## config.mk

```make
export PLATFORM = sky130hd
export DESIGN_NAME = exu_res_buf
export DESIGN_NICKNAME = d
export VERILOG_FILES = /design/src/rtl/exu_pkg.sv /design/src/rtl/exu_res_buf.sv
export SDC_FILE = /design/constraint.sdc
export NUM_CORES = 1
export LEC_CHECK = 0
export BUFFER_PORTS_ARGS = -buffer_cell sky130_fd_sc_hd__buf_4
export CORE_AREA = 2 2 207 148
export CTS_CLUSTER_DIAMETER = 80
export DETAILED_ROUTE_END_ITERATION = 8
export DIE_AREA = 0 0 209 150
export PLACE_DENSITY = 0.7
export SLEW_MARGIN = 15
export SYNTH_ARGS = -nofsm -noshare
export SYNTH_HDL_FRONTEND = slang
export SYNTH_SLANG_ARGS = --single-unit
```

## constraint.sdc

```tcl
create_clock -name clk -period 2.26 [get_ports clk]
set_input_delay 0.452 -clock clk [delete_from_list [all_inputs] [get_ports clk]]
set_output_delay 0.452 -clock clk [all_outputs]
set_load 0.005 [all_outputs]
```

## src/rtl/exu_pkg.sv

```systemverilog
// Shared types for the execute-stage result buffer: entry record and buffer state.
package exu_pkg;

  typedef struct packed {
    logic [63:0] result;
    logic [4:0]  rd;
    logic        wen;
    logic [63:0] pc;
  } exu_res_t;

  typedef enum logic [1:0] {
    EMPTY = 2'd0,
    ONE   = 2'd1,
    TWO   = 2'd2
  } exu_buf_state_e;

endpackage

```

## src/rtl/exu_res_buf.sv

```systemverilog
// Two-entry skid buffer between execute and memory stages.
// Optional result forwarding lookup is enabled by defining EXU_RES_FWD_EN.
//
// state | meaning
// EMPTY | no entry held, out_valid low
// ONE   | main holds the head entry
// TWO   | main is head, skid holds the younger entry; input stalled
module exu_res_buf
  import exu_pkg::*;
(
  input  logic        clk,
  input  logic        rst_n,
  input  logic        in_valid,
  output logic        in_ready,
  input  logic [63:0] in_result,
  input  logic [4:0]  in_rd,
  input  logic        in_wen,
  input  logic [63:0] in_pc,
  output logic        out_valid,
  input  logic        out_ready,
  output logic [63:0] out_result,
  output logic [4:0]  out_rd,
  output logic        out_wen,
  output logic [63:0] out_pc,
  input  logic        flush
`ifdef EXU_RES_FWD_EN
  ,
  input  logic [4:0]  fwd_rs,
  output logic        fwd_hit,
  output logic [63:0] fwd_data
`endif
);

  exu_buf_state_e state_q, state_d;
  exu_res_t       main_q, main_d;
  exu_res_t       skid_q, skid_d;
  exu_res_t       in_entry;
  logic           in_fire;
  logic           out_fire;

  assign in_ready  = (state_q != TWO);
  assign out_valid = (state_q != EMPTY);
  assign in_fire   = in_valid & in_ready;
  assign out_fire  = out_valid & out_ready;

  // x0 is never written, so the enable is dropped at capture time.
  always_comb begin
    in_entry.result = in_result;
    in_entry.rd     = in_rd;
    in_entry.wen    = in_wen & (in_rd != 5'd0);
    in_entry.pc     = in_pc;
  end

  always_ff @(posedge clk or negedge rst_n) begin
    if (!rst_n) begin
      state_q <= EMPTY;
      main_q  <= '0;
      skid_q  <= '0;
    end else begin
      state_q <= state_d;
      main_q  <= main_d;
      skid_q  <= skid_d;
    end
  end

  always_comb begin
    state_d = state_q;
    main_d  = main_q;
    skid_d  = skid_q;
    if (flush) begin
      state_d = EMPTY;
      main_d  = '0;
      skid_d  = '0;
    end else begin
      case (state_q)
        EMPTY: begin
          if (in_fire) begin
            main_d  = in_entry;
            state_d = ONE;
          end
        end
        ONE: begin
          if (in_fire && out_fire) begin
            main_d = in_entry;
          end else if (in_fire) begin
            skid_d  = in_entry;
            state_d = TWO;
          end else if (out_fire) begin
            state_d = EMPTY;
          end
        end
        TWO: begin
          if (out_fire) begin
            main_d  = skid_q;
            state_d = ONE;
          end
        end
        default: state_d = EMPTY;
      endcase
    end
  end

  always_comb begin
    out_result = '0;
    out_rd     = '0;
    out_wen    = 1'b0;
    out_pc     = '0;
    if (out_valid) begin
      out_result = main_q.result;
      out_rd     = main_q.rd;
      out_wen    = main_q.wen;
      out_pc     = main_q.pc;
    end
  end

`ifdef EXU_RES_FWD_EN
  // Skid is the younger entry, so it wins over main on a double match.
  always_comb begin
    fwd_hit  = 1'b0;
    fwd_data = '0;
    if (fwd_rs != 5'd0) begin
      if (state_q == TWO && skid_q.wen && skid_q.rd == fwd_rs) begin
        fwd_hit  = 1'b1;
        fwd_data = skid_q.result;
      end else if (state_q != EMPTY && main_q.wen && main_q.rd == fwd_rs) begin
        fwd_hit  = 1'b1;
        fwd_data = main_q.result;
      end
    end
  end
`endif

endmodule

```

==> Word-level counts from Yosys, hierarchy flattened <==
Index checks and enable logic that the tools add are counted.
{ "totals": {"register_bits": 270, "input_bits": 139, "word_cells": 50} }
{ "classes": {"n_eq_ne": 9, "n_mux": 19, "bitwise_logic": 3, "reduce_logical": 10} }
{ "ops": {"columns": ["operator", "count"], "rows": [
  ["$mux 134", 7],
  ["$pmux 134 s3", 1],
  ["$mux 64", 2],
  ["$mux 2", 6],
  ["$ne 3x3->1 const B", 4],
  ["$reduce_and 4->1", 2],
  ["$pmux 2 s3", 1],
  ["$reduce_bool 2->1", 3],
  ["$mux 5", 1],
  ["$reduce_bool 5->1", 1],
  ["$ne 2x2->1 const B", 2],
  ["$ne 4x4->1 const B", 1],
  ["$reduce_bool 4->1", 1],
  ["$and 1x1->1", 3],
  ["$reduce_and 3->1", 1],
  ["$eq 2x1->1 const B", 1],
  ["$eq 2x2->1 const B", 1],
  ["$logic_not 2->1", 1],
  ["$logic_and 1x1->1", 1],
  ["$mux 1", 1]
]} }

==> Longest topological paths before layout <==
Gate-level depths: netlist of the first run.
{ "depth": {"depth_word": 7, "mapped_depth": 10, "depth_no_buf": 6} }

==> Worst setup path after synthesis of the first run <==
No wires, ideal clock.
{ "synth_path": {"path_type": "register to register", "from": "register state_q[0]", "to": "register main_q[21] (netlist bit)", "setup_time_ns": 0.138, "arrival_ns": 2.085, "slack_ns": 0.037, "path_stages_with_launch": 11, "path_buffers": 4, "period_less_slack_ns": 2.223, "path_cell_list": "dfrtp_1 -> inv_1 -> ha_1 -> buf_2 -> or4bb_1 -> o31ai_2 -> or2_1 -> buf_2 -> buf_4 -> buf_4 -> a211oi_1"} }
{ "synth_between": {"elab_chain_len": 5} }
{ "synth_lines": {"columns": ["item", "line", "source"], "rows": [
  ["start: declaration", "exu_res_buf.sv:34", "exu_buf_state_e state_q, state_d;"],
  ["start signal: assignment", "exu_res_buf.sv:60", "state_q <= state_d;"],
  ["$ne 2x2->1 or $reduce_bool 2->1 (tied branches)", "exu_res_buf.sv:41, exu_res_buf.sv:42", null],
  ["$and 1x1->1, on equally long branches", "exu_res_buf.sv:43, exu_res_buf.sv:44", null],
  ["$logic_and 1x1->1", "exu_res_buf.sv:83", "if (in_fire && out_fire) begin"],
  ["$ne 3x3->1 (no line)", null, null],
  ["$reduce_and 4->1 (no line)", null, null],
  ["end signal: assignment", "exu_res_buf.sv:61", "main_q <= main_d;"],
  ["end: declaration", "exu_res_buf.sv:35", "exu_res_t main_q, main_d;"]
]} }
Parallel ways exist; a longest one is shown, timed or not.
A chain may end at the register's enable or synchronous reset.

==> Worst setup path in the final report of the first run <==
{ "layout_path": {"from": "register state_q[1]", "to": "output port out_pc[61]"} }
{ "layout_between": {"elab_chain_len": 2} }
{ "layout_lines": {"columns": ["item", "line", "source"], "rows": [
  ["$reduce_bool 2->1", "exu_res_buf.sv:42", "assign out_valid = (state_q != EMPTY);"],
  ["$mux 64", "exu_res_buf.sv:108", "if (out_valid) begin"],
  ["end: declaration", "exu_res_buf.sv:24", "output logic [63:0] out_pc,"]
]} }
Every way passes these cells.

==> results by group, run 1 <==
Outcome
  • Run status: finished, violations left
  • Failing checks: negative setup slack

Final layout
  • Area of the multi-input gates: 0.00639 mm²
  • Layout cells sized above 1: 0.342
  • Area added between synthesis and finish: 41.6%
  • # nets final: around 1,800
  • Layout fillers: 2,418
  • Reg area: 0.00676 mm²

Worst hold path
  • Hold Path Class: input port to register

Worst setup path
  • CP Cell Sequence: inv_2 > ha_4 > buf_16 > clkbuf_16 > nor2b_2 > buf_4
  • Worst setup EP type: output port
  • Largest stage delay, worst path: 0.38 ns
  • Max FO, Critical Path: 11
  • Worst Setup Start Kind: register
  • Worst path required time: 1.81 ns
  • Worst Setup Path Type: register to output port
  • Critical path arrival: 1.84 ns
  • Worst path slowest cell: dfrtp_1

Detailed routing
  • Routed Antenna Nets: 0
  • Drt drc: 0
  • Pre-antenna DRT Iters: 5
  • WL final: 44.4 mm
  • First DRT Iteration DRCs: about 1,000
  • Vias per inst: 5.66
  • Detailed-route via count: approximately 12,000
  • Routed len/inst: 21.6 µm

Job
  • Max-Cap Viols: 0

STA
  • Period Utilization, post-route: 1.02
  • Min Tclk post-route: 2.30 ns
  • Final Hold Viols: 0
  • Final setup fails: 24
  • Max Freq: ~0.44 GHz
  • Worst setup margin: -0.0353 ns
  • Clk_skew: roughly 0.019 ns
  • RSZ-0062 raised after global routing: true
  • Worst slew margin: 0.658
  • Slew @ Worst Pin: 0.513 ns
  • Final max-slew violation count: 0
  • Setup_tns: -0.289 ns

CTS
  • Clk root buf: clkbuf_16
  • CTS buffer count: 29
  • Later-pin clock latency in the skew report: 0.57 ns
  • CTS Buffer Depth: 3
  • Htree depth: 1
  • Sink count of the clock tree: 270
  • TritonCTS clock tree: yes
  • CTS clk-pin slew, worst paths: 0.06 ns

Yosys
  • Synthesized net count: 1,516
  • Sequential fraction of the synthesis area: 0.515
  • Synth cell types: 24
  • Post-synthesis simple-gate area fraction: 0.197
  • Share of the synthesized area in the top cell type: 0.515
  • Yosys Warn Count: 0
  • Top post-synthesis cells by area: dfrtp_1, mux2i_1, a211oi_1
  • Cell taking the most area after synthesis: dfrtp_1
  • Post-Syn Area: approximately 0.013 mm²
  • Mux contribution to synthesized area: 0.105
  • Main combinational cell family by area after synthesis: simple AND/OR/NAND/NOR gates
  • XOR/XNOR Fraction of Synth Area: 0
  • FF+latch count, synth: between 200 and 300
  • Syn Area/Cell: 9.55 µm²
  • Adder-cell share of the synthesized area: 0.00477
  • Synth Flop Type: dfrtp_1
  • Post-synthesis compound-gate area fraction: 0.133
  • Post-Syn Instances: about 1,400
  • Post-synth EDFFs: 0
  • Asr flop ratio synth: 1.00

Global route
  • Number of global-route vias before repair: 10,700
  • GR Util met1: 0.355
  • First-pass GRT wire length: about 61 mm
  • Grt total ovfl: 0
  • Busiest grt layer: met2
  • Grt met3 use: 0.0495
  • Total track usage: 0.246
  • Initial antenna violation count: 4
  • GR met2 Demand/Resource: 0.376
  • Largest net degree at the start of global routing: 82

Floorplanning
  • Width of the die: 209 µm
  • Core footprint: 0.0295 mm²
  • Die Y-Extent: 150 µm
  • Cell Rows: 53
  • Full die area: 0.0314 mm²
  • Top Ports: around 280
  • Initial Util: 0.444

Power and ir drop
  • Peak supply drop: 0.930 mV
  • Lkg Pwr: approximately 7.8 nW
  • Power Total: ~23 mW
  • Power Density: 1210 mW/mm²

Placed design
  • RePlAce Congestion: 0.791
  • Post-DP HPWL: 24.2 mm
  • IO Port Bufs: 274
## report_power, final
part / switching (mW) / internal, mW
combinational: 5.34 / 5.20
clock: 2.04 / 3.14
sequential: 0.716 / 6.11
total: 8.10 / 14.5
## cells in the mapped netlist (2+ instances only)
master	n
buf_4	8
mux2_2	3
o21ai_0	2
nand2b_1	2
nor3_1	135
ha_1	5
buf_2	29
a211oi_1	134
dfrtp_1	270
a21oi_1	135
inv_1	7
nor2_1	3
mux2i_1	134
nand2_1	267
nor2b_1	135
clkbuf_1	95
## critical path, delay by kind of cell (launching register included)
| kind | cells | cell delay (ns) |
|---|---|---|
| buffers and inverters | 4 | 0.56 |
| flip-flops | 1 | 0.38 |
| adder cells (fa/ha/maj) | 1 | 0.19 |
| AND/OR/NAND/NOR | 1 | 0.16 |
## cells by family after synthesis
group	Yosys count
AO/OA/AOI/OAI	274
adder cells (fa/ha/maj)	5
buffers and inverters	140
flip-flops	270
multiplexers	137
AND/OR/NAND/NOR	546
## metal layers
| layer | share of wire | vias to the layer above |
|---|---|---|
| met5 | 0 | - |
| met4 | 0.025 | 0 |
| li1 | - | 5316 |
| met1 | 0.45 | 5835 |
| met2 | 0.46 | 402 |
| met3 | 0.063 | 76 |
## stage by stage
| stage | setup slack, ns | instance area (µm²) | utilization | cells | hold WS [ns] |
|---|---|---|---|---|---|
| floorplan | 0.0370 | 13100 | - | 1372 | 0.156 |
| global placement | 0.0777 | 15800 | 0.537 | 1945 | 0.412 |
| detailed placement | -0.0548 | 15800 | 0.537 | 1945 | 0.417 |
| CTS | -0.0890 | 17300 | 0.586 | 2014 | 0.107 |
| global route | -0.101 | 18600 | 0.629 | 2052 | 0.123 |
| finish | -0.0353 | 18600 | 0.629 | 2054 | 0.131 |
## path summary, 6_finish.rpt
| path | start | to | slack [ns] | cells after the start |
|---|---|---|---|---|
| max | state_q[1]$_DFFE_PN0P_ | out_pc[61] | -0.04 | 6 |
| min | in_result[0] | skid_q[70]$_DFFE_PN0P_ | 0.13 | 3 |
| max reg2reg | state_q[0]$_DFFE_PN0P_ | main_q[33]$_DFFE_PN0P_ | -0.03 | 9 |
| min reg2reg | skid_q[115]$_DFFE_PN0P_ | skid_q[115]$_DFFE_PN0P_ | 0.52 | 2 |
| max in group asynchronous | rst_n | skid_q[2]$_DFFE_PN0P_ | 1.12 | 3 |
| min in group asynchronous | rst_n | skid_q[76]$_DFFE_PN0P_ | 0.40 | 2 |
## area by class of cell
class | count | area share
Antenna cell | 3 | 0.000404
Clock inverter | 16 | 0.0130
Multi-Input combinational cell | 962 | 0.344
Inverter | 7 | 0.00182
Tap cell | 385 | 0.0260
Timing Repair Buffer | 374 | 0.208
Sequential cell | 270 | 0.364
Clock buffer | 37 | 0.0423
## layout by cell type (no fill, tap or decap), types with 2 or more instances in the layout
master / netlist / routed
ha_4: 0 / 2
nor3_2: 0 / 5
clkbuf_8: 0 / 4
nand2b_4: 0 / 2
nor2b_4: 0 / 12
nand2_1: 267 / 267
buf_6: 0 / 22
dfrtp_1: 270 / 270
a211oi_2: 0 / 54
mux2i_1: 134 / 134
nor2b_1: 135 / 65
buf_8: 0 / 7
ha_2: 0 / 2
inv_1: 7 / 4
diode_2: 0 / 3
clkbuf_16: 0 / 46
mux2_2: 3 / 3
nor2b_2: 0 / 58
a21oi_1: 135 / 134
clkbuf_1: 95 / 5
clkinv_4: 0 / 2
inv_2: 0 / 2
buf_4: 8 / 283
o21ai_0: 2 / 2
buf_12: 0 / 33
buf_16: 0 / 9
a211oi_4: 0 / 2
nor3_1: 135 / 130
nor2_1: 3 / 3
clkinv_2: 0 / 7
a211oi_1: 134 / 78
bufinv_16: 0 / 6
## flip-flops by register name, indices dropped and copies added, names as in the netlist
register and cells:
main_q 134, skid_q 134, state_q 2
## timing repair
item	in CTS	in global routing
pin swaps	1	35
setup buffers	9	13
setup endpoints to repair	165	316
hold endpoints to repair	44	0
hold buffers	1	0
gates resized for setup	45	162
cloned	6	25
No activity file was read; power rests on OpenSTA's default activity.
==> inputs of run 2 (changes only) <==
--- a/config.mk
+++ b/config.mk
@@ -11,6 +11,7 @@
 export DETAILED_ROUTE_END_ITERATION = 8
 export DIE_AREA = 0 0 209 150
 export PLACE_DENSITY = 0.7
+export SKIP_LAST_GASP = 1
 export SLEW_MARGIN = 15
 export SYNTH_ARGS = -nofsm -noshare
 export SYNTH_HDL_FRONTEND = slang
==> run 2 against run 1 <==
The run still ends with negative setup slack left. Combinational power about the same. Clock power about the same. Die area unchanged. Clock-buffer cell count unchanged.
==> results by group, run 2 (synthesis gave the netlist of run 1 again) <==
Outcome
  • Run status: finished, violations left
  • Failing checks: negative setup slack

Worst setup path
  • Worst r2r src: state_q[0]$_DFFE_PN0P_
  • Worst setup EP type: output port
  • Critical path arrival: 1.86 ns
  • Worst Setup Path Type: register to output port
  • CP top delay family: buffers and inverters
  • R2R cell count: 9
  • Max FO, Critical Path: 14
  • CP Cell Sequence: inv_2 > ha_4 > buf_16 > buf_16 > nor2b_1 > buf_4
  • Worst flop-to-flop path endpoint: main_q[33]$_DFFE_PN0P_
  • Worst path slowest cell: dfrtp_1
  • Setup slack, reg-to-reg: -0.03 ns
  • Worst path required time: 1.81 ns
  • Worst Setup Start Kind: register
  • Worst Path Buf+Inv: 4
  • Most common cell on crit path: buf_16
  • CP Capture Point: out_result[23]
  • Largest stage delay, worst path: about 0.38 ns
  • CP startpoint: state_q[1]$_DFFE_PN0P_
  • Critical path depth in cells: 6

Detailed routing
  • Vias per inst: 5.66
  • Drt drc: 0
  • Routed Antenna Nets: 0
  • Pre-antenna DRT Iters: 5
  • Detailed-route via count: between 10,000 and 15,000
  • Routed len/inst: 21.5 µm
  • First DRT Iteration DRCs: between 1,000 and 1,500
  • WL final: 44.2 mm

Placed design
  • Post-DP HPWL: ~24 mm
  • RePlAce Congestion: a little under 0.8
  • IO Port Bufs: 274
  • # placed instances: about 2,000

Global route
  • Largest net degree at the start of global routing: 82
  • Busiest grt layer: met2
  • GR met2 Demand/Resource: 0.377
  • Number of global-route vias before repair: about 11,000
  • First-pass GRT wire length: 61.1 mm
  • Grt met3 use: 0.0497
  • Total track usage: 0.246
  • Grt total ovfl: 0
  • Initial antenna violation count: 4
  • GR Util met1: 0.355

Final layout
  • Commonest non-fill, non-tap cells in the layout: buf_4, dfrtp_1, nand2_1
  • Non-filler cells, final: between 2,000 and 2,500
  • Biggest regs: main_q x134, skid_q x134, state_q x2
  • Most common cell after layout, fill and taps aside: buf_4
  • Area added between synthesis and finish: 40.9%
  • Layout cells sized above 1: 0.327
  • # nets final: ~1,800

STA
  • RSZ-0062 raised after global routing: true
  • Min Tclk post-route: 2.31 ns
  • Period Utilization, post-route: 1.02
  • Final setup fails: 24
  • Worst slew margin: 0.666
  • Final Hold Viols: 0
  • Setup_tns: -0.292 ns
  • Final max-slew violation count: 0
  • Worst setup margin: -0.0487 ns
  • Clk_skew: between 0.02 and 0.025 ns
  • Slew @ Worst Pin: 0.500 ns
  • Max Freq: 0.433 GHz

CTS
  • CTS clk-pin slew, worst paths: roughly 0.060 ns
  • CTS buffer count: 29
  • Later-pin clock latency in the skew report: ~0.57 ns
  • Sink count of the clock tree: 270
  • Clk root buf: clkbuf_16
  • CTS Buffer Depth: 3
  • Htree depth: 1
  • TritonCTS clock tree: yes

Floorplanning
  • Top Ports: 275
  • Width of the die: 209 µm
  • Full die area: 0.0314 mm²
  • Cell Rows: 53
  • Initial Util: 0.444
  • Core footprint: 0.0295 mm²
  • Die Y-Extent: 150 µm

Power and ir drop
  • Lkg Pwr: 7.80 nW
  • Peak supply drop: 0.927 mV
  • Power Total: 22.4 mW
  • Power Density: 1210 mW/mm²

Worst hold path
  • Hold Path Class: input port to register

Job
  • Max-Cap Viols: 0
## run 2: worst min-delay path by stage
stage                 startpoint                endpoint  cells past startpoint
floorplan                  rst_n   main_q[0]$_DFFE_PN0P_                      0
global placement           rst_n  skid_q[79]$_DFFE_PN0P_                      1
detailed placement         rst_n  skid_q[79]$_DFFE_PN0P_                      1
CTS                    in_pc[48]  skid_q[48]$_DFFE_PN0P_                      3
global route           in_pc[43]  skid_q[43]$_DFFE_PN0P_                      3
finish              in_result[0]  skid_q[70]$_DFFE_PN0P_                      3
## run 2: area by class of cell
cell class                 count  area, µm²
clock buffer                  37        786
multi-input combinational    962       6320
clock inverter                16        241
timing repair buffer         374       3850
fill                        2425      11000
antenna                        3       7.51
sequential                   270       6760
tap                          385        482
inverter                       7       33.8
## run 2: repair_timing
action | CTS | global route
pin swaps | 1 | 35
endpoints found under the setup margin | 165 | 317
resized for setup | 44 | 132
buffers inserted | 9 | 13
gates cloned | 6 | 25
hold buffers | 1 | 0
endpoints found under the hold margin | 44 | 0
## run 2: stage by stage
| stage | hold WS (ns) | area, µm² | setup slack, ns | utilization |
|---|---|---|---|---|
| after global routing | 0.123 | 18500 | -0.101 | 0.626 |
| after CTS | 0.107 | 17300 | -0.0890 | 0.586 |
| final | 0.130 | 18500 | -0.0487 | 0.626 |
| after floorplan | 0.156 | 13100 | 0.0370 | - |
| after detailed placement | 0.417 | 15800 | -0.0548 | 0.537 |
| after global placement | 0.412 | 15800 | 0.0777 | 0.537 |
## run 2: report_power, final
part	switching, mW	internal (mW)	total (mW)	leakage (nW)
Sequential	0.712	6.11	6.82	3.64
Clock	2.05	3.14	5.19	0.510
Combinational	5.29	5.15	10.4	3.65
## run 2: layer usage
layer,wire (µm),vias to the layer above
li1,-,5313
met1,19800,5815
met2,20300,431
met3,3050,76
met4,1110,0
met5,0,-
## run 2: worst min-delay path: stages
cell and delay, ns:
buf_4 0.11, nand2_1 0.04, a21oi_1 0.05
